File: src/rtl/aiv_pkg.sv
// Shared definitions for the AIV-compatible PAL video generator.
// Contents:
//   pulse_t      - sync pulse type for one half-line (NONE, HSYNC, EQ, BROAD)
//   PAT_*        - pattern_sel codes
//   RGB_*        - RGB111 colour constants, {R,G,B}
//   line numbers - 625-line frame, active ranges, field-2 boundary
//   bar_colour() - colour of each of the eight colour bars
package aiv_pkg;

    typedef enum logic [1:0] {
        NONE  = 2'd0,
        HSYNC = 2'd1,
        EQ    = 2'd2,
        BROAD = 2'd3
    } pulse_t;

    localparam logic [1:0] PAT_BARS   = 2'd0;
    localparam logic [1:0] PAT_WHITE  = 2'd1;
    localparam logic [1:0] PAT_BLACK  = 2'd2;
    localparam logic [1:0] PAT_GRILLE = 2'd3;

    localparam logic [2:0] RGB_WHITE   = 3'b111;
    localparam logic [2:0] RGB_YELLOW  = 3'b110;
    localparam logic [2:0] RGB_CYAN    = 3'b011;
    localparam logic [2:0] RGB_GREEN   = 3'b010;
    localparam logic [2:0] RGB_MAGENTA = 3'b101;
    localparam logic [2:0] RGB_RED     = 3'b100;
    localparam logic [2:0] RGB_BLUE    = 3'b001;
    localparam logic [2:0] RGB_BLACK   = 3'b000;

    localparam int LINE_W = 10;
    localparam logic [LINE_W-1:0] LINE_FIRST   = 10'd1;
    localparam logic [LINE_W-1:0] LINE_LAST    = 10'd625;
    localparam logic [LINE_W-1:0] ACT1_FIRST   = 10'd23;
    localparam logic [LINE_W-1:0] ACT1_LAST    = 10'd310;
    localparam logic [LINE_W-1:0] ACT2_FIRST   = 10'd336;
    localparam logic [LINE_W-1:0] ACT2_LAST    = 10'd622;
    localparam logic [LINE_W-1:0] FIELD2_FIRST = 10'd313;

    function automatic logic [2:0] bar_colour(input logic [2:0] bar);
        logic [2:0] c;
        case (bar)
            3'd0:    c = RGB_WHITE;
            3'd1:    c = RGB_YELLOW;
            3'd2:    c = RGB_CYAN;
            3'd3:    c = RGB_GREEN;
            3'd4:    c = RGB_MAGENTA;
            3'd5:    c = RGB_RED;
            3'd6:    c = RGB_BLUE;
            default: c = RGB_BLACK;
        endcase
        return c;
    endfunction

endpackage

File: src/rtl/aiv_sync_table.sv
// Vertical-interval sync table: maps a line number (1..625) and the
// half-line being generated to the sync pulse type for that half-line.
// Ports:
//   line        in  10  current line, 1..625
//   second_half in  1   0 = first half-line, 1 = second half-line
//   pulse       out 2   pulse type (pulse_t)
module aiv_sync_table
    import aiv_pkg::*;
(
    input  logic [LINE_W-1:0] line,
    input  logic              second_half,
    output pulse_t            pulse
);

    always_comb begin
        pulse = NONE;
        if (line <= 10'd2)
            pulse = BROAD;
        else if (line == 10'd3)
            pulse = second_half ? EQ : BROAD;
        else if (line <= 10'd5)
            pulse = EQ;
        else if (line <= ACT1_LAST)
            pulse = second_half ? NONE : HSYNC;
        else if (line < FIELD2_FIRST)
            pulse = EQ;
        else if (line == FIELD2_FIRST)
            pulse = second_half ? BROAD : EQ;
        else if (line <= 10'd315)
            pulse = BROAD;
        else if (line <= 10'd317)
            pulse = EQ;
        else if (line == 10'd318)
            pulse = second_half ? NONE : EQ;
        else if (line <= ACT2_LAST)
            pulse = second_half ? NONE : HSYNC;
        else if (line == 10'd623)
            pulse = second_half ? EQ : HSYNC;
        else
            pulse = EQ;
    end

endmodule

File: src/rtl/aiv_video_gen.sv
// AIV-compatible PAL test-pattern generator: 625-line interlaced composite
// sync plus an RGB111 pattern, all registered one cycle after the counters.
// Ports:
//   clk          in  1  system clock
//   reset_n      in  1  synchronous active-low reset
//   run          in  1  1 = generate, 0 = hold at line 1 / h 0 with idle outputs
//   pattern_sel  in  2  bars / white / black / 1-pixel grille, taken at frame top
//   rgb_111      out 3  {R,G,B} pixel
//   csync        out 1  composite sync, active low
//   field        out 1  0 = lines 1-312, 1 = lines 313-625
//   line_start   out 1  strobe for h = 0 of every line
//   frame_start  out 1  strobe for line 1, h = 0
module aiv_video_gen
    import aiv_pkg::*;
#(
    parameter int H_TOTAL   = 1024,
    parameter int HSYNC_W   = 75,
    parameter int EQ_W      = 37,
    parameter int BROAD_W   = 437,
    parameter int ACT_START = 168,
    parameter int ACT_W     = 832
) (
    input  logic       clk,
    input  logic       reset_n,
    input  logic       run,
    input  logic [1:0] pattern_sel,
    output logic [2:0] rgb_111,
    output logic       csync,
    output logic       field,
    output logic       line_start,
    output logic       frame_start
);

    localparam int H_W = $clog2(H_TOTAL);
    localparam logic [H_W-1:0] H_LAST      = H_W'(H_TOTAL - 1);
    localparam logic [H_W-1:0] HALF_H      = H_W'(H_TOTAL / 2);
    localparam logic [H_W-1:0] HSYNC_H     = H_W'(HSYNC_W);
    localparam logic [H_W-1:0] EQ_H        = H_W'(EQ_W);
    localparam logic [H_W-1:0] BROAD_H     = H_W'(BROAD_W);
    localparam logic [H_W-1:0] ACT_START_H = H_W'(ACT_START);
    localparam logic [H_W-1:0] ACT_W_H     = H_W'(ACT_W);
    localparam logic [H_W-1:0] BAR_H       = H_W'(ACT_W / 8);

    logic [H_W-1:0]    h_cnt_p0;
    logic [LINE_W-1:0] line_p0;
    logic [1:0]        pat_p0;
    logic              second_half;
    logic [H_W-1:0]    half_off;
    logic [H_W-1:0]    act_off;
    logic [H_W-1:0]    pulse_w;
    logic              at_frame_top;
    logic              act_line;
    logic              act_win;
    logic              csync_nxt;
    logic [2:0]        pix;
    pulse_t            pulse;

    // ---- stage p0: counter state, decoded combinationally ----
    assign second_half  = h_cnt_p0 >= HALF_H;
    assign half_off     = second_half ? h_cnt_p0 - HALF_H : h_cnt_p0;
    // Wraps to a large value left of the window; the explicit lower bound
    // below keeps that from looking active.
    assign act_off      = h_cnt_p0 - ACT_START_H;
    assign at_frame_top = (line_p0 == LINE_FIRST) && (h_cnt_p0 == '0);
    assign act_line     = ((line_p0 >= ACT1_FIRST) && (line_p0 <= ACT1_LAST)) ||
                          ((line_p0 >= ACT2_FIRST) && (line_p0 <= ACT2_LAST));
    assign act_win      = act_line && (h_cnt_p0 >= ACT_START_H) && (act_off < ACT_W_H);

    aiv_sync_table u_sync_table (
        .line        (line_p0),
        .second_half (second_half),
        .pulse       (pulse)
    );

    always_comb begin
        pulse_w = '0;
        case (pulse)
            HSYNC:   pulse_w = HSYNC_H;
            EQ:      pulse_w = EQ_H;
            BROAD:   pulse_w = BROAD_H;
            default: pulse_w = '0;
        endcase
        csync_nxt = half_off >= pulse_w;
    end

    always_comb begin
        pix = RGB_BLACK;
        if (act_win) begin
            case (pat_p0)
                PAT_BARS:  pix = bar_colour(3'(act_off / BAR_H));
                PAT_WHITE: pix = RGB_WHITE;
                PAT_BLACK: pix = RGB_BLACK;
                default:   pix = act_off[0] ? RGB_BLACK : RGB_WHITE;
            endcase
        end
    end

    // ---- stage p1: registered outputs, counters advance ----
    always_ff @(posedge clk) begin
        if (!reset_n || !run) begin
            h_cnt_p0    <= '0;
            line_p0     <= LINE_FIRST;
            pat_p0      <= PAT_BARS;
            rgb_111     <= RGB_BLACK;
            csync       <= 1'b1;
            field       <= 1'b0;
            line_start  <= 1'b0;
            frame_start <= 1'b0;
        end else begin
            rgb_111     <= pix;
            csync       <= csync_nxt;
            field       <= line_p0 >= FIELD2_FIRST;
            line_start  <= h_cnt_p0 == '0;
            frame_start <= at_frame_top;
            // Line 1 has no active video, so the pattern can switch here
            // without a visible tear.
            if (at_frame_top)
                pat_p0 <= pattern_sel;
            if (h_cnt_p0 == H_LAST) begin
                h_cnt_p0 <= '0;
                line_p0  <= (line_p0 == LINE_LAST) ? LINE_FIRST : line_p0 + LINE_W'(1);
            end else begin
                h_cnt_p0 <= h_cnt_p0 + H_W'(1);
            end
        end
    end

endmodule
File: config.mk
export PLATFORM = sky130hd
export DESIGN_NAME = aiv_video_gen
export DESIGN_NICKNAME = d
export VERILOG_FILES = /design/src/rtl/aiv_pkg.sv /design/src/rtl/aiv_sync_table.sv /design/src/rtl/aiv_video_gen.sv
export SDC_FILE = /design/constraint.sdc
export NUM_CORES = 1
export LEC_CHECK = 0
export BUFFER_PORTS_ARGS = -buffer_cell sky130_fd_sc_hd__buf_2
export CAP_MARGIN = 20
export CORE_MARGIN = 4
export CORE_UTILIZATION = 50
export DETAILED_ROUTE_END_ITERATION = 8
export PLACE_DENSITY = 0.74
export SLEW_MARGIN = 15
export SYNTH_ARGS = -nofsm -noshare
export SYNTH_HDL_FRONTEND = slang
export SYNTH_SLANG_ARGS = --single-unit
File: constraint.sdc
create_clock -name clk -period 4.82 [get_ports clk]
set_clock_uncertainty 0.15 [all_clocks]
set_input_delay 0.241 -clock clk [delete_from_list [all_inputs] [get_ports clk]]
set_output_delay 0.241 -clock clk [all_outputs]
set_load 0.005 [all_outputs]
Word level (Yosys, flattened, before mapping)
Index checks and enable logic that the tools add are counted.
{ "classes": {"n_addsub": 4, "div_mod_pow": 1, "n_lt_le_gt_ge": 14, "n_eq_ne": 18, "mux": 22, "bitwise_logic": 1, "reduce_logical": 14} }
{ "ops": {"columns": ["op", "n"], "rows": [
  ["== test 10 bit (second input constant)", 3],
  ["<= comparator 10 x 9 -> 1 bit (second input constant)", 3],
  ["case mux 9 bit (3 select lines)", 1],
  ["two-way mux 2 bit", 13],
  ["case mux 3 bit (7 select lines)", 1],
  ["adder 10 x 1 -> 10 bit (second input constant)", 2],
  ["== test 10 x 9 -> 1 bit (second input constant)", 2],
  [">= comparator 10 x 9 -> 1 bit (second input constant)", 2],
  ["two-way mux 10 bit", 2],
  ["divider 10 x 7 -> 10 bit (second input constant)", 1],
  ["== test 10 x 1 -> 1 bit (second input constant)", 1],
  ["== test 10 x 2 -> 1 bit (second input constant)", 1],
  [">= comparator 10 bit", 1],
  [">= comparator 10 bit (second input constant)", 1],
  [">= comparator 10 x 5 -> 1 bit (second input constant)", 1],
  [">= comparator 10 x 8 -> 1 bit (second input constant)", 1],
  ["<= comparator 10 bit (second input constant)", 1],
  ["<= comparator 10 x 2 -> 1 bit (second input constant)", 1],
  ["<= comparator 10 x 3 -> 1 bit (second input constant)", 1],
  ["logical NOT 10 bit", 1],
  ["< comparator 10 bit (second input constant)", 1],
  ["< comparator 10 x 9 -> 1 bit (second input constant)", 1],
  ["subtractor 10 bit (second input constant)", 1],
  ["subtractor 10 x 8 -> 10 bit (second input constant)", 1],
  ["15 further kinds", 30]
]} }
{ "totals": {"regBits": 29, "input_bits": 5, "out_inout_bits": 7, "elab_cells": 82} }

Depth between registers and ports, before layout
{ "logic_depth": {"depth_word": 16, "depth_mapped": 17, "depth_no_buf": 16} }

By module
Synthesis repeated with hierarchy kept, for this count alone.
{ "hier_totals": {"hier_cells": 318, "area_unflattened_um2": 2492.4} }
{ "modules_own_cells": {"columns": ["mod", "n_inst", "cells_per_inst", "area_per_inst_um2", "seq_area_each_um2"], "rows": [
  ["aiv_video_gen", 1, 284, 2277.2, 580.6],
  ["aiv_sync_table", 1, 34, 215.2, 0.0]
]} }

Least setup slack after synthesis
OpenSTA, ideal clock, no wires.
{ "synth_timing": {"path_kind": "register to register", "start": "reg line_p0[6]", "end": "reg csync", "setup_ns": 0.125, "arrival_time_ns": 2.787, "required_ns": 4.545, "slack_ns": 1.758, "path_stages_with_launch": 17, "n_path_buf": 0, "cell_sequence": "dfxtp_1 > or2_1 > nor3_1 > nand2_1 > o21ai_0 > nand3_1 > o21ai_0 > nor2b_1 > nand3_1 > ha_1 > nand2b_1 > a21o_1 > a21o_1 > a21oi_1 > nor2b_1 > o21ai_0 > a21oi_1"} }
{ "synth_between": {"elab_chain_cells": 15, "word_cells_on_any_way": 27, "classes_between": "order compare: 8; eq/ne: 7; mux: 12"} }
{ "synth_lines": {"columns": ["element", "line_no", "rtl"], "rows": [
  ["from (decl)", "aiv_video_gen.sv:45", "logic [LINE_W-1:0] line_p0;"],
  ["from (signal assigned)", "aiv_video_gen.sv:121", "line_p0 <= (line_p0 == LINE_LAST) ? LINE_FIRST : line_p0 + LINE_W'(1);"],
  ["branches (longest 11 deep; another with <= comparator 10 bit)", null, null],
  ["two-way mux 2 bit (*)", "aiv_sync_table.sv:17", "if (line <= 10'd2)"],
  ["== test 2 bit or == test 2 x 1 -> 1 bit (tied branches)", "aiv_video_gen.sv:77", "case (pulse)"],
  ["case mux 9 bit (3 select lines) (*)", "aiv_video_gen.sv:77", null],
  [">= comparator 10 bit (*)", "aiv_video_gen.sv:83", "csync_nxt = half_off >= pulse_w;"],
  ["to (signal assigned)", "aiv_video_gen.sv:111", "csync <= csync_nxt;"],
  ["to (decl)", "aiv_video_gen.sv:28", "output logic csync,"]
]} }
Every way passes the cells marked *.
A chain may end at the register's enable or synchronous reset.

Final worst setup path
{ "layout_timing": {"start": "reg line_p0[4]", "end": "reg csync"} }
Same word-level chain as after synthesis.

==> metrics <==
fin worst setup slack 1302 ps; Hold-fix buffers, CTS 0; largest family of logic cells by synthesized area simple AND/OR/NAND/NOR gates; cell area after layout 2708 um^2; Lkg Pwr 1.140 nW; sequential share of the synthesized area 22.49%; DIE HEIGHT 79.85 um; register bit count reported by yosys 29; clock tree root buffer cell clkbuf_8; area of the core 4848 um^2; initial antenna violation count 0; worst slew pin tran 1076 ps; Worst Path Class, Setup flip-flop to flip-flop; post-synthesis compound-gate area fraction 22.10%; xor/xnor share of the synthesized area 10.91%; final design utilization 55.85%; max-cap violations 0; WP data required 4840 ps; Cells after Synth 333; Post-CTS Setup Inserts 0; switching part of the total power 22.92%; commonest non-fill, non-tap cell in the layout nor2_1; Logic pwr share 4.3%; final WL 5.884 mm; post-synthesis cell type count 69; Placer Congestion 1.007; post-cts resize count 0; CTS HTree Levels 2; GRT Resource Usage Total 19.43%; worst-case clock buffer depth 2; fin crit share 72.98%; Num Clock Sinks 29; R2R Setup Slk 1300 ps; Avg Inst Size Synth 7.751 um^2; Critical Path AT 3540 ps; CTS Buf Count 5; RSZ-0062 raised after global routing false; Die X-Extent 79.85 um; largest net degree at the start of global routing 27; post-synthesis cell area 2581 um^2; sw power 0.1133 mW; layout cell share with drive strength beyond 1 10.84%; Async S/R FF share, synth 0%; post-synthesis mux area share 1.163%; final net count 355; Setup TNS 0 ps; antenna diode instance count 0; Yosys warning total 0; vias 2379; # port buffers 11; remaining antenna violation count after routing 0; DR DRC count 0; drt pass-1 iters 5; Synth Area in Simple Gates 28.41%; VDD IR max 0.1411 mV; critical path capture point type flip-flop; Main synth FF type dfxtp_1; CTS tree done; Max Clk Rate 0.2843 GHz; Initial DRC Count 247; worst-skew pair later-pin latency 290 ps; Clock power frac 45.9%; crit path launch type flip-flop; dpl cell area 2606 um^2; fin. max-slew vios 0; DP HPWL 4.226 mm; Via-to-Cell Ratio 5.962; Reg clk slew, reported paths 70 ps; outcome finished, final reports clean; wire length of the first global-routing pass 9.846 mm; Final min period 3518 ps; final hold violations 0; row count 25; adder-cell share of the synthesized area 9.210%; final setup vio count 0; Initial Util 53.24%; vias in the first global route 2038; GRT overflow 0; number of synthesized flops with an enable pin 0; crit path max fanout 12; sequential power share 49.7%; die area 6376 um^2; hold crit path type input pin to flip-flop; Syn-to-layout area delta 4.896%; Post-Syn Nets 357; most frequent cells in the layout nor2_1 (49), dfxtp_1 (29), nand2_1 (28); dpl ws 1402 ps; relative slew slack 28.16%; WL/cell 14.75 um; I/O pins 12; internal power 0.3809 mW; Power Density 182.5 nW/um^2; WHS 37.10 ps
## cell usage after synthesis, drive strengths merged, types with 3 or more instances
library cell  instances  area share, %
nor2                 50            7.4
dfxtp                29             22
nand2                29            4.5
o21ai                23            4.9
ha                   19            9.2
xor2                 14            5.5
a21oi                13            2.8
xnor2                13            5.4
buf                  12            3.2
nand2b               11            2.7
inv                   9            1.3
nand3                 9            1.7
and3                  8            1.9
clkbuf                8            1.2
and2                  7            1.7
nor3                  7            1.6
nor4                  6            1.5
a31oi                 5            1.2
nand4                 5            1.2
a211oi                4            1.4
a21o                  4            1.2
mux2i                 3            1.2
o22ai                 3           0.73
## cell families after synthesis
kind of cell,Yosys count
compound gates,80
simple gates,146
mux,3
buf+inv,29
xor+xnor,27
flops,29
fa+ha+maj,19
## layout make-up
type                       count  area, um^2
clock inverter                 1       5.005
clock buffer                   7       96.34
sequential                    29       580.6
timing repair buffer          11       55.05
fill                         441        2141
tap                           67       83.83
inverter                       9       33.78
multi-input combinational    275        1853
## state kept, by name (all words and copies together), names as in the netlist
register	count
line_p0	10
line_start	1
rgb_111	3
h_cnt_p0	10
field	1
csync	1
frame_start	1
pat_p0	2
## power groups by stage
stage	clock [mW]	combinational [mW]	sequential, mW
6_report	0.227	0.0215	0.246
5_1_grt	0.238	0.0250	0.246
3_3_place_gp	0	0.0217	0.251
4_1_cts	0.230	0.0217	0.246
3_5_place_dp	0	0.0214	0.251
2_1_floorplan	0	0.0146	0.250
## path summary, 6_finish.rpt
path                      startpoint                      to  depth (start not counted)
max          line_p0[4]$_SDFFE_PP0P_        csync$_SDFF_PP1_                         16
min                   pattern_sel[1]  pat_p0[1]$_SDFFE_PP0P_                          3
min reg2reg   h_cnt_p0[0]$_SDFF_PP0_  h_cnt_p0[0]$_SDFF_PP0_                          1
max reg2reg  line_p0[4]$_SDFFE_PP0P_        csync$_SDFF_PP1_                         16
## critical path: stages, from the launching register on
cell and delay, ps:
dfxtp_1 560, nand2_1 120, nor3_1 370, nand2_1 90, o21ai_0 230, nand3_1 100, o21ai_0 140, nor2b_1 310
nand3_1 130, ha_1 280, nand2b_1 140, a21o_1 170, a21o_1 160, a21oi_1 140, nor2b_1 60, o21ai_0 150
a21oi_1 90
## metal layers
metal	part of all wire [%]	GRT usage, %
met2	43	29.05
met3	7.6	3.837
met1	47	27.22
met4	2.3	7.770
met5	0	0
## metrics by stage
| stage | power [mW] | instances |
|---|---|---|
| floorplan | 0.2651 | 333 |
| global placement | 0.2726 | 391 |
| detailed placement | 0.2725 | 391 |
| CTS | 0.4976 | 399 |
| global route | 0.5091 | 399 |
| finish | 0.4942 | 399 |
Note: power is estimated with default switching activity, not from simulation.
